`src/rtl/mem_arb_pkg.sv`:
```
// Shared types and constants for the unified-memory arbiter.
// Optional build feature: MEM_ARB_STARVE_GUARD_EN (fetch starvation guard).
package mem_arb_pkg;

    // Owner of the read whose data returns on the next cycle.
    typedef enum logic [1:0] {
        OWN_NONE = 2'b00,
        OWN_IF   = 2'b01,
        OWN_DM   = 2'b10
    } mem_own_t;

    // The arbiter always presents word-sized accesses; sub-word stores use the byte/half strobes.
    localparam logic [1:0] MEM_ACCESS_WORD = 2'b00;

    // Consecutive DM-won cycles tolerated before fetch is forced through.
    localparam int unsigned STARVE_LIMIT_DEFAULT = 4;

endpackage

```
`src/rtl/mem_arb_starve_ctr.sv`:
```
// Saturating count of cycles in which a live fetch request lost to DM.
// Only instantiated when MEM_ARB_STARVE_GUARD_EN is defined.
module mem_arb_starve_ctr
    import mem_arb_pkg::*;
#(
    parameter int unsigned STARVE_LIMIT = STARVE_LIMIT_DEFAULT
) (
    input  logic clock,
    input  logic reset_n,
    input  logic if_req,
    input  logic dm_req,
    input  logic flush,
    input  logic if_gnt,
    output logic starve_hit
);

    localparam int unsigned CNT_W = $clog2(STARVE_LIMIT + 1);
    localparam logic [CNT_W-1:0] LIMIT = CNT_W'(STARVE_LIMIT);
    localparam logic [CNT_W-1:0] ONE = CNT_W'(1);

    logic [CNT_W-1:0] starve_cnt_q;
    logic [CNT_W-1:0] starve_cnt_d;

    // Next count: clear once fetch is served, withdrawn or flushed; otherwise saturate upward while DM keeps winning.
    always_comb begin
        starve_cnt_d = starve_cnt_q;
        if (if_gnt || !if_req || flush) begin
            starve_cnt_d = '0;
        end else if (dm_req && (starve_cnt_q != LIMIT)) begin
            starve_cnt_d = starve_cnt_q + ONE;
        end else begin
            starve_cnt_d = starve_cnt_q;
        end
    end

    // Counter register.
    always_ff @(posedge clock or negedge reset_n) begin
        if (!reset_n) begin
            starve_cnt_q <= '0;
        end else begin
            starve_cnt_q <= starve_cnt_d;
        end
    end

    assign starve_hit = (starve_cnt_q == LIMIT);

endmodule

```
`src/rtl/mem_arbiter.sv`:
```
// Arbiter sharing one memory port between instruction fetch (IF) and the data stage (DM).
// DM has priority; IF is cancelled by flush. Read data returns one cycle after the grant
// and is steered to the requester recorded in the owner register.
// Optional build feature: MEM_ARB_STARVE_GUARD_EN forces IF through after STARVE_LIMIT losses.
module mem_arbiter
    import mem_arb_pkg::*;
#(
    parameter logic [31:0] BASE_ADDR    = 32'h8002_0000,
    parameter int unsigned STARVE_LIMIT = STARVE_LIMIT_DEFAULT
) (
    input  logic        clock,
    input  logic        reset_n,
    input  logic        if_req,
    input  logic [31:0] if_addr,
    output logic        if_gnt,
    output logic        if_rvalid,
    output logic [31:0] if_rdata,
    input  logic        dm_req,
    input  logic        dm_rw,
    input  logic [31:0] dm_addr,
    input  logic [31:0] dm_wdata,
    input  logic        dm_byte,
    input  logic        dm_half,
    output logic        dm_gnt,
    output logic        dm_rvalid,
    output logic [31:0] dm_rdata,
    input  logic        flush,
    output logic [31:0] mem_address,
    output logic [31:0] mem_data_in,
    output logic [1:0]  mem_access_size,
    output logic        mem_dm_byte,
    output logic        mem_dm_half,
    output logic        mem_rw,
    output logic        mem_enable,
    input  logic [31:0] mem_data_out
);

    logic     if_live_s;
    logic     starve_hit_s;
    mem_own_t pend_own_q;
    mem_own_t pend_own_d;

    assign if_live_s = if_req & ~flush;

`ifdef MEM_ARB_STARVE_GUARD_EN
    mem_arb_starve_ctr #(
        .STARVE_LIMIT(STARVE_LIMIT)
    ) u_starve_ctr (
        .clock     (clock),
        .reset_n   (reset_n),
        .if_req    (if_req),
        .dm_req    (dm_req),
        .flush     (flush),
        .if_gnt    (if_gnt),
        .starve_hit(starve_hit_s)
    );
`else
    assign starve_hit_s = 1'b0;
`endif

    // Grant selection; grants are suppressed while reset is asserted so memory sees no access.
    always_comb begin
        if_gnt = 1'b0;
        dm_gnt = 1'b0;
        if (!reset_n) begin
            if_gnt = 1'b0;
            dm_gnt = 1'b0;
        end else if (if_live_s && starve_hit_s) begin
            if_gnt = 1'b1;
        end else if (dm_req) begin
            dm_gnt = 1'b1;
        end else if (if_live_s) begin
            if_gnt = 1'b1;
        end else begin
            if_gnt = 1'b0;
            dm_gnt = 1'b0;
        end
    end

    // Memory-side mux: the winner's fields go to memory, everything is zero when idle.
    always_comb begin
        mem_address     = 32'h0000_0000;
        mem_data_in     = 32'h0000_0000;
        mem_access_size = MEM_ACCESS_WORD;
        mem_dm_byte     = 1'b0;
        mem_dm_half     = 1'b0;
        mem_rw          = 1'b0;
        case ({if_gnt, dm_gnt})
            2'b10: begin
                mem_address = if_addr;
                mem_rw      = 1'b1;
            end
            2'b01: begin
                mem_address = dm_addr;
                mem_data_in = dm_wdata;
                mem_dm_byte = dm_byte;
                mem_dm_half = dm_half;
                mem_rw      = dm_rw;
            end
            default: begin
                mem_address = 32'h0000_0000;
            end
        endcase
    end

    assign mem_enable = if_gnt | dm_gnt;

    // Record who owns the read issued this cycle; stores and idle cycles leave no owner.
    always_comb begin
        pend_own_d = OWN_NONE;
        if (if_gnt) begin
            pend_own_d = OWN_IF;
        end else if (dm_gnt && dm_rw) begin
            pend_own_d = OWN_DM;
        end else begin
            pend_own_d = OWN_NONE;
        end
    end

    // Owner register; reset drops any read in flight.
    always_ff @(posedge clock or negedge reset_n) begin
        if (!reset_n) begin
            pend_own_q <= OWN_NONE;
        end else begin
            pend_own_q <= pend_own_d;
        end
    end

    // A flush discards a fetch return that lands in the same cycle.
    assign if_rvalid = (pend_own_q == OWN_IF) & ~flush;
    assign dm_rvalid = (pend_own_q == OWN_DM);
    assign if_rdata  = mem_data_out;
    assign dm_rdata  = mem_data_out;

endmodule

```
`config.mk`:
```
export PLATFORM = sky130hd
export DESIGN_NAME = mem_arbiter
export DESIGN_NICKNAME = d
export VERILOG_FILES = /design/src/rtl/mem_arb_pkg.sv /design/src/rtl/mem_arb_starve_ctr.sv /design/src/rtl/mem_arbiter.sv
export SDC_FILE = /design/constraint.sdc
export NUM_CORES = 1
export LEC_CHECK = 0
export ABC_AREA = 1
export ABC_CLOCK_PERIOD_IN_PS = 2800
export BUFFER_PORTS_ARGS = -buffer_cell sky130_fd_sc_hd__buf_2
export CAP_MARGIN = 10
export CORE_AREA = 3 3 105 107
export DETAILED_ROUTE_END_ITERATION = 16
export DIE_AREA = 0 0 108 110
export HOLD_SLACK_MARGIN = 0.02
export PLACE_DENSITY = 0.57
export SYNTH_ARGS = -nofsm -noshare
export SYNTH_HDL_FRONTEND = slang
export SYNTH_SLANG_ARGS = --single-unit
```
`constraint.sdc`:
```
create_clock -name clock -period 2.8 [get_ports clock]
set_clock_uncertainty 0.1 [all_clocks]
set_input_delay 0.7 -clock clock [delete_from_list [all_inputs] [get_ports clock]]
set_output_delay 0.7 -clock clock [all_outputs]
set_load 0.005 [all_outputs]
```
==> run summary <==
The number of antenna violations at the first check in global routing came to 1. The count of different cell masters after synthesis is 10. Clock-pin slew was measured on the worst setup and hold paths at 0.03 ns.

The number of flip-flops under the largest register name is 2. The number of warnings issued by yosys came out at 0. The share of synthesized area in the top cell type comes to 0.394.

The commonest cells after synthesis are 101 x nand2_1, 73 x buf_4, 41 x inv_1, 33 x a21oi_1, 7 x buf_2. Using the TritonRoute via totals, the vias-per-cell ratio works out to 3.65. By instance count, the leading cell after synthesis is nand2_1.

In the final routed layout, each cell accounts on average for 13.2 um. The overall power consumption came out at 0.343 mW. The multi-input combinational cells in the finished layout cover a total of 624 um^2.

The total power per unit cell area came out at 169 nW/um^2. The flow ran to the end, and the final reports show no timing, DRC or antenna violations. The die covers 11900 um^2. The count of maximum capacitance violations is 0. The first global-routing pass estimated 8.42 mm of wire. The critical path capture point type is an output pin. The global routing usage summed across all routing layers came out at 0.0921. The post-route fraction of the period consumed by the critical path came out at 0.969.

The largest registers in the layout are pend_own_q: 2 flops. The effective utilization at floorplan is 0.136. The worst setup path is of the primary input to output pin kind. The number of nets with antenna violations after routing came out at 0.

The clock period minus final worst setup slack is 2.71 ns. The number of hold violations in the final report came out at 0. The flip-flop and latch count after synthesis came out at 2. The setup total negative slack is 0 ns. Measured along the y axis, the die boundary spans 110 um. The post-CTS setup buffer count came out at 0. During placement, the flow inserted port buffers numbering 175. The average cell area after synthesis came out at 5.24 um^2. The highest attainable clock frequency is 369 MHz. The leading area contributor after synthesis is buf_4.

In this run the core area contains 37 standard-cell rows. The die width is 108 um. The maximum buffer depth of the clock tree is 2. Summed over all nets, the half-perimeter wirelength after detailed placement is 5.49 mm. The number of nets in the finished design came out at 512.

The register with the most flip-flops in the final layout is pend_own_q. The worst setup path is launched from a primary input. The number of antenna diodes is 0. Of the cells placed in the final design, the portion with a size suffix greater than 1 is 0.504. CTS built an H-tree with a depth of 1. The maximum fanout along the worst path came out at 20. The DRC violations left came out at 0.

By area the synthesized netlist is led by buf_4 39%, nand2_1 27%, a21oi_1 12%, inv_1 11%, dfrtp_1 3.6%. Among all flip-flop cells after synthesis, the most frequent one is dfrtp_1. The leakage power came out at 1.40 nW. The arrival time at the worst endpoint came out at 1.91 ns. The number of global-route vias before repair is 1650. The initial DRC count came out at 69.

The share of the yosys chip area belonging to registers came out at 0.0359. The number of optimization iterations in the first detailed-route pass is 4. Of all flip-flops after synthesis, the portion carrying an async set or reset was 1.00. TritonCTS built the clock tree. The routed layout has 1852 vias. The clock drives 2 sinks.

After synthesis the cells add up to 1390 um^2. 274 I/O pins were placed. The register area came out at 50.0 um^2. In this run the standard cell core region covers 10200 um^2. The cell count after synthesis came out at 266.

In this run the worst hold path is classified as primary input to async pin. The number of setup violations in the final report is 0. Setup repair after global routing left no endpoint under its margin. The worst setup margin is 0.0881 ns. The required time at the worst-slack endpoint is 2.00 ns. The count of flip-flops with a built-in enable after synthesis is 0. The peak ir drop on the vdd network is 0.0769 mV. The routed wire length is 6.68 mm. The total global routing overflow came out at 0.

The number of pins with negative max-slew slack in the final report came to 0. The number of clock buffers added by TritonCTS is 3. The largest net degree at the start of global routing came out at 44. The layout filler cell count came out at 1214. Clock tree synthesis selected as its root buffer the cell clkbuf_8. The area growth from synthesis to layout is 45.9%.

The congestion estimate from routability-driven global placement came to 0.702. The post-placement worst setup slack is 0.0391 ns.
## path summary, 6_finish.rpt
path	from	endpoint	slack, ns	depth (start not counted)
max in group asynchronous	reset_n	pend_own_q[1]	2.30	1
min	reset_n	pend_own_q[0]	0.19	1
max	dm_req	mem_address[10]	0.09	8
min in group clock	dm_rw	pend_own_q[1]	0.63	3
## per-stage QoR
stage | cells | hold WS [ns] | util | cell area (um^2)
2_1_floorplan | 267 | 0.304 | - | 1400
3_3_place_gp | 503 | 0.400 | 0.191 | 1950
3_5_place_dp | 503 | 0.402 | 0.191 | 1950
4_1_cts | 506 | 0.188 | 0.195 | 1990
5_1_grt | 507 | 0.186 | 0.199 | 2030
6_report | 507 | 0.188 | 0.199 | 2030
## power breakdown
part	switching, mW	internal (mW)
clock	0.0194	0.0907
combinational	0.0968	0.106
sequential	0.000273	0.0301
## final cells by class
| cell class | count | share of cell area |
|---|---|---|
| sequential | 2 | 0.0246 |
| timing repair buffer | 181 | 0.488 |
| clock buffer | 3 | 0.0203 |
| tap | 136 | 0.0837 |
| inverter | 41 | 0.0757 |
| multi-input combinational | 144 | 0.307 |
## cell families after synthesis
| group | Yosys count | synth area share |
|---|---|---|
| AOI/OAI and AO/OA | 33 | 0.119 |
| adders and majority gates | 3 | 0.0270 |
| buffers and inverters | 121 | 0.529 |
| other | 1 | 0.00269 |
| DFF | 2 | 0.0359 |
| and+or+nand+nor | 106 | 0.287 |
## worst max-delay path, cell delays in order
cell and delay (ns):
buf_2 0.10, nor2_1 0.09, nand3_1 0.14, ha_1 0.32, inv_1 0.09, buf_12 0.17, a21oi_1 0.16, buf_2 0.14
## per-layer routing
layer	global-route usage	vias up	routed length [um]
li1	-	921	-
met1	0.0820	750	2050
met2	0.185	164	3380
met3	0.0414	17	1100
met4	0.0271	0	152
met5	0	-	0
## placed cells by master (no fill, tap or decap), drive strengths merged
cell type,Yosys,layout
buf,80,180
nand2,101,101
inv,41,41
a21oi,33,33
nor2,4,4
clkbuf,0,4
ha,3,3
conb,1,2
dfrtp,2,2
nand3,1,1
## timing repair
action                                  CTS  global route
hold endpoints to repair                  0             0
gates resized for setup                   0             4
hold buffers                              0             0
endpoints found under the setup margin    0            29
Power figures use the tool's default switching activity.
